`config.mk`:
```
export PLATFORM = sky130hd
export DESIGN_NAME = wb_dispatch_arbiter
export DESIGN_NICKNAME = d
export VERILOG_FILES = /design/src/rtl/md_wb_pkg.sv /design/src/rtl/cell_to_dest_mapper.sv /design/src/rtl/wb_dispatch_arbiter_rr_arbiter.sv /design/src/rtl/wb_dispatch_arbiter.sv
export SDC_FILE = /design/constraint.sdc
export NUM_CORES = 1
export LEC_CHECK = 0
export ABC_AREA = 1
export CAP_MARGIN = 20
export CORE_AREA = 10 10 264 266
export CTS_BUF_LIST = sky130_fd_sc_hd__clkbuf_4 sky130_fd_sc_hd__clkbuf_8
export DETAILED_ROUTE_END_ITERATION = 12
export DIE_AREA = 0 0 274 276
export SYNTH_ARGS = -nofsm -noshare
export SYNTH_HDL_FRONTEND = slang
export SYNTH_HIERARCHICAL = 1
export SYNTH_SLANG_ARGS = --single-unit
```
`constraint.sdc`:
```
create_clock -name clk -period 6.3 [get_ports clk]
set_input_delay 0.63 -clock clk [delete_from_list [all_inputs] [get_ports clk]]
set_output_delay 0.63 -clock clk [all_outputs]
set_load 0.02 [all_outputs]
```
`src/rtl/md_wb_pkg.sv`:
```
// Shared cell-code constants, writeback classes and half-shell classification
// for the MD cell node writeback path.
package md_wb_pkg;
  localparam int CELL_W = 3;

  localparam logic [CELL_W-1:0] CELL_1 = 3'd1;
  localparam logic [CELL_W-1:0] CELL_2 = 3'd2;
  localparam logic [CELL_W-1:0] CELL_3 = 3'd3;

  typedef struct packed {
    logic [CELL_W-1:0] z;
    logic [CELL_W-1:0] y;
    logic [CELL_W-1:0] x;
  } cell_t;

  localparam cell_t HOME_TRIPLE = '{z: CELL_2, y: CELL_2, x: CELL_2};

  typedef enum logic [1:0] {WB_LOCAL, WB_REMOTE, WB_ILLEGAL} wb_class_t;

  function automatic logic in_shell_range(input logic [CELL_W-1:0] c);
    return (c >= CELL_1) && (c <= CELL_3);
  endfunction

  // The 13 neighbours whose (dz,dy,dx) offset is lexicographically positive.
  function automatic logic is_half_shell(input logic [CELL_W-1:0] z,
                                         input logic [CELL_W-1:0] y,
                                         input logic [CELL_W-1:0] x);
    logic hs;
    hs = 1'b0;
    if (z == CELL_2 && y == CELL_2 && x == CELL_3) hs = 1'b1;
    if (z == CELL_2 && y == CELL_3 && in_shell_range(x)) hs = 1'b1;
    if (z == CELL_3 && in_shell_range(y) && in_shell_range(x)) hs = 1'b1;
    return hs;
  endfunction

  function automatic wb_class_t classify(input cell_t c);
    wb_class_t r;
    if (c == HOME_TRIPLE) r = WB_LOCAL;
    else if (is_half_shell(c.z, c.y, c.x)) r = WB_REMOTE;
    else r = WB_ILLEGAL;
    return r;
  endfunction
endpackage

```
`src/rtl/cell_to_dest_mapper.sv`:
```
// Maps a neighbour cell triple (codes 1..3 = offset -1..+1 from home) to the
// destination node id on a periodic NX x NY x NZ grid.
module cell_to_dest_mapper #(
  parameter int CELL_ID_WIDTH = 3,
  parameter int NODE_ID_WIDTH = 6,
  parameter int NUM_CELLS     = 64,
  parameter int HOME_CELL_ID  = 0,
  parameter int HOME_X        = 1,
  parameter int HOME_Y        = 1,
  parameter int HOME_Z        = 1,
  parameter int NX            = 4,
  parameter int NY            = 4,
  parameter int NZ            = 4
) (
  input  logic [CELL_ID_WIDTH-1:0] cell_z,
  input  logic [CELL_ID_WIDTH-1:0] cell_y,
  input  logic [CELL_ID_WIDTH-1:0] cell_x,
  output logic [NODE_ID_WIDTH-1:0] dest_id
);
  function automatic int wrap(input int c, input int n);
    int r;
    if (c < 0) r = c + n;
    else if (c >= n) r = c - n;
    else r = c;
    return r;
  endfunction

  int cx, cy, cz, nid, hops, sum;

  always_comb begin
    cx   = wrap(HOME_X - 1 + int'(cell_x) - 2, NX);
    cy   = wrap(HOME_Y - 1 + int'(cell_y) - 2, NY);
    cz   = wrap(HOME_Z - 1 + int'(cell_z) - 2, NZ);
    nid  = cx + NX * (cy + NY * cz);
    hops = nid - HOME_CELL_ID;
    if (hops < 0) hops = hops + NUM_CELLS;
    // 32-bit sum, folded once, then truncated to the node id width
    sum  = HOME_CELL_ID + hops;
    if (sum >= NUM_CELLS) sum = sum - NUM_CELLS;
    dest_id = NODE_ID_WIDTH'(sum);
  end
endmodule

```
`src/rtl/wb_dispatch_arbiter_rr_arbiter.sv`:
```
// Round-robin arbiter: grants the first request at or after the pointer when
// advance is high; the pointer moves past the winner only on a grant.
module rr_arbiter #(
  parameter  int NUM_REQ = 4,
  localparam int PW      = (NUM_REQ > 1) ? $clog2(NUM_REQ) : 1
) (
  input  logic               clk,
  input  logic               rst_n,
  input  logic [NUM_REQ-1:0] req,
  input  logic               advance,
  output logic [NUM_REQ-1:0] grant_onehot,
  output logic [PW-1:0]      grant_idx
);
  logic [PW-1:0] pointer;
  logic [PW-1:0] win;
  logic          found;
  int            idx;

  always_comb begin
    found = 1'b0;
    win   = '0;
    idx   = 0;
    for (int k = 0; k < NUM_REQ; k++) begin
      idx = int'(pointer) + k;
      if (idx >= NUM_REQ) idx = idx - NUM_REQ;
      if (!found && req[PW'(idx)]) begin
        found = 1'b1;
        win   = PW'(idx);
      end
    end
  end

  always_comb begin
    grant_onehot = '0;
    if (advance && found) grant_onehot[win] = 1'b1;
  end

  assign grant_idx = win;

  always_ff @(posedge clk) begin
    if (!rst_n) pointer <= '0;
    else if (advance && found)
      pointer <= (int'(win) == NUM_REQ - 1) ? '0 : win + 1'b1;
  end
endmodule

```
`src/rtl/wb_dispatch_arbiter.sv`:
```
// Classifies force-pipeline writebacks as local / half-shell remote / illegal
// and arbitrates each class independently onto a registered output stage.
module wb_dispatch_arbiter
  import md_wb_pkg::*;
#(
  parameter int NUM_REQ           = 4,
  parameter int NUM_CELLS         = 64,
  parameter int DATA_WIDTH        = 32,
  parameter int CELL_ID_WIDTH     = 3,
  parameter int PARTICLE_ID_WIDTH = 7,
  parameter int WB_WIDTH          = 3*CELL_ID_WIDTH + PARTICLE_ID_WIDTH + 3*DATA_WIDTH,
  parameter int NODE_ID_WIDTH     = 6,
  parameter int PAYLOAD_WIDTH     = 3*DATA_WIDTH + PARTICLE_ID_WIDTH,
  parameter int PACKET_WIDTH      = PAYLOAD_WIDTH + NODE_ID_WIDTH,
  parameter int HOME_CELL_ID      = 0,
  parameter int HOME_X            = 1,
  parameter int HOME_Y            = 1,
  parameter int HOME_Z            = 1,
  parameter int NX                = 4,
  parameter int NY                = 4,
  parameter int NZ                = 4,
  parameter int CNT_WIDTH         = 16
) (
  input  logic                        clk,
  input  logic                        rst_n,
  input  logic [NUM_REQ-1:0]          wb_valid,
  input  logic [NUM_REQ*WB_WIDTH-1:0] wb_data,
  output logic [NUM_REQ-1:0]          wb_ready,
  output logic                        pkt_valid,
  output logic [PACKET_WIDTH-1:0]     pkt_data,
  input  logic                        pkt_ready,
  output logic                        local_valid,
  output logic [PAYLOAD_WIDTH-1:0]    local_data,
  input  logic                        local_ready,
  output logic [CNT_WIDTH-1:0]        remote_cnt,
  output logic [CNT_WIDTH-1:0]        local_cnt,
  output logic                        err_illegal_cell
);
  localparam int PW = (NUM_REQ > 1) ? $clog2(NUM_REQ) : 1;
  localparam logic [CNT_WIDTH-1:0] CNT_ONE = CNT_WIDTH'(1);

  logic [NUM_REQ-1:0][WB_WIDTH-1:0]      wb;
  logic [NUM_REQ-1:0][PAYLOAD_WIDTH-1:0] payload;
  logic [NUM_REQ-1:0][NODE_ID_WIDTH-1:0] dest;
  wb_class_t                             cls [NUM_REQ];
  logic [NUM_REQ-1:0] rem_req, loc_req, ill_req, rem_gnt, loc_gnt;
  logic [PW-1:0]      rem_idx, loc_idx;
  logic               pkt_load, local_load;

  generate
    for (genvar i = 0; i < NUM_REQ; i++) begin : g_req
      assign wb[i]      = wb_data[i*WB_WIDTH +: WB_WIDTH];
      assign payload[i] = wb[i][PAYLOAD_WIDTH-1:0];
      assign cls[i]     = classify(cell_t'(wb[i][WB_WIDTH-1 -: 3*CELL_ID_WIDTH]));
      assign rem_req[i] = wb_valid[i] && (cls[i] == WB_REMOTE);
      assign loc_req[i] = wb_valid[i] && (cls[i] == WB_LOCAL);
      assign ill_req[i] = wb_valid[i] && (cls[i] == WB_ILLEGAL);

      cell_to_dest_mapper #(
        .CELL_ID_WIDTH(CELL_ID_WIDTH), .NODE_ID_WIDTH(NODE_ID_WIDTH),
        .NUM_CELLS(NUM_CELLS), .HOME_CELL_ID(HOME_CELL_ID),
        .HOME_X(HOME_X), .HOME_Y(HOME_Y), .HOME_Z(HOME_Z),
        .NX(NX), .NY(NY), .NZ(NZ)
      ) u_map (
        .cell_z (wb[i][WB_WIDTH-1 -: CELL_ID_WIDTH]),
        .cell_y (wb[i][WB_WIDTH-1-CELL_ID_WIDTH -: CELL_ID_WIDTH]),
        .cell_x (wb[i][PAYLOAD_WIDTH +: CELL_ID_WIDTH]),
        .dest_id(dest[i])
      );
    end
  endgenerate

  assign pkt_load   = !pkt_valid || pkt_ready;
  assign local_load = !local_valid || local_ready;

  rr_arbiter #(.NUM_REQ(NUM_REQ)) u_rr_remote (
    .clk(clk), .rst_n(rst_n), .req(rem_req), .advance(pkt_load && rst_n),
    .grant_onehot(rem_gnt), .grant_idx(rem_idx)
  );

  rr_arbiter #(.NUM_REQ(NUM_REQ)) u_rr_local (
    .clk(clk), .rst_n(rst_n), .req(loc_req), .advance(local_load && rst_n),
    .grant_onehot(loc_gnt), .grant_idx(loc_idx)
  );

  // Illegal words are swallowed immediately so they never block a requester.
  assign wb_ready = ill_req | rem_gnt | loc_gnt;

  always_ff @(posedge clk) begin
    if (!rst_n) begin
      pkt_valid        <= 1'b0;
      pkt_data         <= '0;
      local_valid      <= 1'b0;
      local_data       <= '0;
      remote_cnt       <= '0;
      local_cnt        <= '0;
      err_illegal_cell <= 1'b0;
    end else begin
      if (pkt_load) begin
        pkt_valid <= |rem_gnt;
        if (|rem_gnt) pkt_data <= {dest[rem_idx], payload[rem_idx]};
      end
      if (local_load) begin
        local_valid <= |loc_gnt;
        if (|loc_gnt) local_data <= payload[loc_idx];
      end
      if (|rem_gnt && remote_cnt != '1) remote_cnt <= remote_cnt + CNT_ONE;
      if (|loc_gnt && local_cnt != '1) local_cnt <= local_cnt + CNT_ONE;
      if (|ill_req) err_illegal_cell <= 1'b1;
    end
  end
endmodule

```
==> impl_metrics.ini, run 1 <==
[worst_setup_path]
cpPeakStageDelay_ns = 0.62
cp_max_fo = 65
cpMostUsedCell = inv_1
cp_slowest_cell = clkdlybuf4s50_1
crit_arrival_ns = 4.08
path_cells = clkdlybuf4s50_1, inv_1, nand2_1, nor2_1, nand2_1, nor3_1, inv_1, nand2_1, nand3_1, nand2_2, inv_1, nand3_1, nand3_1, inv_8, ha_1, inv_1, nor2_1, inv_1, nand3_1, clkdlybuf4s50_1
criticalPathCategory = in2out
cp-start-kind = input pin
cp-end-kind = primary output
cp_data_required_time_ns = 5.67

[clock_tree]
h-tree-depth = 2
clk_latency_ns = 0.63
clk_pin_slew_worst_paths_ns = 0.05
max-clock-path-buffers = 3
cts-root-buf = clkbuf_8
cts_tree = yes
clock-sinks = 251
cts_hold_buf = 0
cts_setup_buffers = 0
cts-buffers-inserted = 50
cts_resized = 0

[sta]
layout_worst_path_cycle_share_pct = 74.7
finalSetupTns_ns = 0
final.min_clock_period_ns = 4.71
tightestPinTransition_ns = 1.18
fin_skew_ns = 0.0248
max_clock_freq_mhz = 212
finalHoldViolations = 0
rsz0062_at_grt = false
relSlewSlack_pct = 21.1
finalMaxSlewViolations = 0
setup_viol_count_final = 0

[yosys]
ys.warnings.count = 6
synthTopCellsByCount = o21ai_0 (447), nand2_1 (432), inv_1 (333)
netlist_instances = 2661
synth_area_per_cell_um2 = 6.49
ys_seq_elements = 251
synthDistinctLibCells = 41
syn_area_um2 = 17300
synth_seq_area_share_pct = 29.1
synth_most_common_cell = o21ai_0
ys_async_sr_fraction_pct = 0
yosysTopAreaCellShare_pct = 29.1
yosysTopAreaCell = dfxtp_1
ys_top_cells_by_area = dfxtp_1 (29%), o21ai_0 (13%), nand2_1 (9.4%)
synth_edf_count = 0
syn_nets = 3155
ys_dominant_reg_cell = dfxtp_1

[layout]
syn2layout_area_growth_pct = 49.3
fillers = 6672
drive_gt1_share_pct = 5.38
multi_input_area_um2 = 9890
nNetsFinal = 3711
seq_area_um2 = 5020

[floorplan]
dieHeight_um = 276
dieArea_um2 = 75600
initial_core_util_pct = 26.9
core-area_um2 = 64100
rows = 93
die_w_um = 274
ios = 707

[route]
via_count = 20500
wl_per_cell_um = 19.7
routed_wl_mm = 81.1
ant_nets = 0
first_pass_iters = 5
dr.first_iter.drc_count = 1573
drcViolationCount = 0
vias_per_cell = 4.97

[run]
drv_cap = 0

[global_route]
grt_overflow_total = 0
antenna_found_initial = 15
grt_max_degree = 220
grt_pass1_vias = 19300
grt_pass1_wl_mm = 120
track_usage_pct = 20.1

[placement]
dpl.hpwl_mm = 60.5
io_buffers = 706
gp_congestion = 0.858

[pwr]
p_seq_share_pct = 15.2
power_density_nw_per_um2 = 572
power.total_mw = 14.7
switchingPower_mw = 8.17
power.leakage_nw = 10.0
ir_drop_v = 0.000775
p_comb_share_pct = 72.3
internal_power_mw = 6.58
switching_share_pct = 55.4
clock_power_share_pct = 12.5

[run_status]
outcome = finished, final reports clean

[min_path]
hold_class = in2reg
## final timing paths
path	startpoint	endpoint	slack (ns)	cells after the start
min	rst_n	remote_cnt[10]	0.44	3
max reg2reg	u_rr_local/pointer[0]	local_data[69]	2.64	18
min reg2reg	remote_cnt[13]	remote_cnt[13]	0.51	2
max	wb_data[221]	wb_ready[3]	1.59	20
## critical path, delay by kind of cell
kind	cells	cell delay, ns
adder cells (fa/ha/maj)	1	0.21
buffers and inverters	8	1.78
AND/OR/NAND/NOR	11	1.47
## per-stage QoR
stage | instance area, um2 | hold WS (ns) | std cells | setup slack, ns | utilization [%]
final | 25800 | 0.436 | 4119 | 1.59 | 40.2
after global routing | 25800 | 0.425 | 4117 | 1.18 | 40.2
after CTS | 25800 | 0.381 | 4109 | 1.54 | 40.2
after detailed placement | 24700 | 0.498 | 4020 | 1.55 | 38.5
after global placement | 24700 | 0.492 | 4020 | 1.56 | 38.5
after floorplan | 17300 | 0.553 | 2661 | 3.02 | -
## flip-flops by register name, summed over array words and instances, names as in the netlist
register	flops
u_rr_remote/pointer	2
pkt_valid	1
pkt_data	109
u_rr_local/pointer	2
remote_cnt	16
local_cnt	16
local_valid	1
err_illegal_cell	1
local_data	103
## final cells by class
| cell class | instances | share of cell area, % |
|---|---|---|
| inverter | 349 | 5.25 |
| timing repair buffer | 727 | 28.5 |
| clock buffer | 82 | 4.01 |
| tap | 855 | 4.15 |
| multi-input combinational | 1838 | 38.4 |
| sequential | 251 | 19.5 |
| antenna | 10 | 0.0971 |
| clock inverter | 7 | 0.180 |
## metal layers
metal	vias up	track usage (%)	wire length [um]
met5	-	0	75
li1	10300	-	-
met4	12	4.99	1580
met3	109	6.75	7530
met1	9336	23.8	33200
met2	730	34.1	38800
## kinds of logic (layout without fill, tap and decap cells)
kind of cell,Yosys count,count (layout),synth area share (%)
simple gates,675,675,16.7
flops,251,251,29.1
other cells,0,10,0
compound gates,1107,1107,36.7
buf+inv,572,1165,13.7
fa+ha+maj,38,38,2.93
xor+xnor,18,18,0.913
## power by group through the flow
stage                     logic, mW  clock network, mW  registers (mW)
after floorplan                7.35                  0            2.63
after global placement         10.6                  0            2.26
after detailed placement       10.7                  0            2.26
after CTS                      10.7               1.90            2.24
after global routing           11.9               1.96            2.28
final                          10.7               1.84            2.24
## layout by cell type (no fill, tap or decap), types with 4 or more instances in the layout
| master | synthesis | layout |
|---|---|---|
| xor2_1 | 13 | 13 |
| xnor2_1 | 5 | 5 |
| buf_4 | 7 | 12 |
| nand3_1 | 50 | 50 |
| nor3_1 | 18 | 18 |
| clkbuf_8 | 0 | 67 |
| o211ai_1 | 206 | 206 |
| nand2_1 | 432 | 432 |
| nand2_4 | 5 | 5 |
| a31oi_1 | 213 | 213 |
| clkbuf_4 | 0 | 15 |
| o21ai_2 | 4 | 4 |
| o21ai_0 | 447 | 447 |
| ha_1 | 34 | 34 |
| inv_8 | 2 | 5 |
| clkdlybuf4s50_1 | 0 | 705 |
| nor2_1 | 117 | 116 |
| a21oi_1 | 235 | 235 |
| inv_1 | 333 | 329 |
| nand3b_1 | 4 | 4 |
| clkinv_2 | 0 | 4 |
| fa_1 | 4 | 4 |
| buf_12 | 0 | 9 |
| nand4_1 | 11 | 11 |
| nand2_2 | 23 | 23 |
| diode_2 | 0 | 10 |
| dfxtp_1 | 251 | 251 |
| inv_2 | 13 | 13 |
Power figures use the tool's default switching activity.
==> run 2: changes to the inputs <==
clock period = 3.89 ns   (was 6.3 ns; I/O delays follow)
==> impl_metrics.ini, run 2 (synthesis gave the netlist of run 1 again) <==
[run_status]
outcome = finished, final reports clean

[route]
vias_per_cell = 4.95
dr.first_iter.drc_count = 1595
first_pass_iters = 5
drcViolationCount = 0
via_count = 20800
wl_per_cell_um = 19.5
routed_wl_mm = 81.7
ant_nets = 0

[clock_tree]
cts_setup_buffers = 0
clk_pin_slew_worst_paths_ns = 0.06
max-clock-path-buffers = 3
h-tree-depth = 2
cts_resized = 3
clock-sinks = 251
cts-buffers-inserted = 49
cts_tree = yes
clk_latency_ns = 0.63
cts-root-buf = clkbuf_8
cts_hold_buf = 0

[worst_setup_path]
cp-end-kind = primary output
criticalPathCategory = in2out
crit_arrival_ns = 3.16
cp_max_fo = 4
cp-start-kind = input pin
cp_data_required_time_ns = 3.50

[layout]
final_cell_mix = clkdlybuf4s50_1 (701), o21ai_0 (447), nand2_1 (430)
nNetsFinal = 3792
largestRegisters = pkt_data: 109 flops, local_data: 103 flops
largest_register_ffs = 109
fillers = 6611
syn2layout_area_growth_pct = 53.9
largest-register = pkt_data
layout_commonest_cell = clkdlybuf4s50_1
drive_gt1_share_pct = 7.77

[global_route]
grt_overflow_total = 0
antenna_found_initial = 14
grt_pass1_vias = 19900
grt_pass1_wl_mm = 122
grt_max_degree = 149
track_usage_pct = 20.4

[floorplan]
die_w_um = 274
dieHeight_um = 276
initial_core_util_pct = 26.9
core-area_um2 = 64100
ios = 707
rows = 93
dieArea_um2 = 75600

[placement]
dpl.hpwl_mm = 63.1
place_ws_ns = -0.0560
io_buffers = 706
gp_congestion = 0.875

[sta]
final.min_clock_period_ns = 3.55
finalMaxSlewViolations = 0
max_clock_freq_mhz = 282
relSlewSlack_pct = 32.9
tightestPinTransition_ns = 1.01
finalHoldViolations = 0
layout_worst_path_cycle_share_pct = 91.2
setup_viol_count_final = 0
rsz0062_at_grt = false
final.setup.worst_slack_ns = 0.344
fin_skew_ns = 0.0244
fin_hold_ws_ns = 0.168

[pwr]
ir_drop_v = 0.000738
power.total_mw = 25.5
power.leakage_nw = 10.5
power_density_nw_per_um2 = 959

[run]
drv_cap = 0

[min_path]
hold_class = in2reg
## run 2: cell types whose count changed in the layout (fill, tap and decap cells not counted), sizes merged, moves of 2 or more
cell,previous run,this run
buf,22,104
dlymetal6s2s,0,3
clkdlybuf4s50,705,701
clkbuf,82,75
clkinv,4,7
diode,10,8
## run 2: cell type report
cell class,instances,area [um2],share of cell area (%)
Multi-Input combinational cell,1838,9910,37.3
Timing Repair Buffer,809,8160,30.7
Sequential cell,251,5020,18.9
Inverter,349,1350,5.09
Tap cell,855,1070,4.03
Clock buffer,75,945,3.55
Clock inverter,11,95.1,0.358
Antenna cell,8,20.0,0.0753
## run 2: per-layer routing
layer	routed length (um)	global-route usage (%)	vias up	part of all wire (%)
li1	-	-	10500	-
met2	39100	34.8	745	48
met1	33300	24.2	9444	41
met5	63	0	-	0.077
met4	1360	4.38	12	1.7
met3	7790	7.01	91	9.5
## run 2: report_power, final
part           switching [mW]  leakage (nW)  internal, mW
Combinational            11.9          7.92          7.01
Clock                    1.28         0.551          1.61
Sequential              0.360          2.06          3.27
Total                    13.6          10.5          11.9
## run 2: worst max-delay path, cell delays in order
cell and delay (ns):
clkdlybuf4s50_1 0.44, or2_2 0.30, nand3_1 0.07, nand2_1 0.05, nand2_1 0.07, nand2_1 0.06
nand2_1 0.05, inv_1 0.05, inv_1 0.06, nand2_1 0.06, nand3_1 0.14, nand2_2 0.11
nor2_8 0.15, nand3_1 0.09, nand3_1 0.12, nand2_2 0.10, inv_6 0.08, ha_1 0.13
inv_1 0.03, nor2_1 0.09, inv_1 0.07, nand3_1 0.08, dlygate4sd2_1 0.37
## run 2: through the flow
stage	setup TNS, ns	area [um2]	instances	util, %
4_1_cts	0	26500	4188	41.4
2_1_floorplan	0	17300	2661	-
5_1_grt	0	26600	4193	41.4
3_3_place_gp	0	25500	4102	39.8
3_5_place_dp	-0.661	25500	4102	39.8
6_report	0	26600	4196	41.4
## run 2: worst paths after layout
kind	start	end	slack [ns]	cells after the start
setup / recovery	wb_data[218]	wb_ready[2]	0.34	23
hold / removal	rst_n	remote_cnt[10]	0.17	3
setup reg to reg	u_rr_remote/pointer[0]	pkt_data[54]	0.91	19
hold reg to reg	remote_cnt[13]	remote_cnt[13]	0.52	2
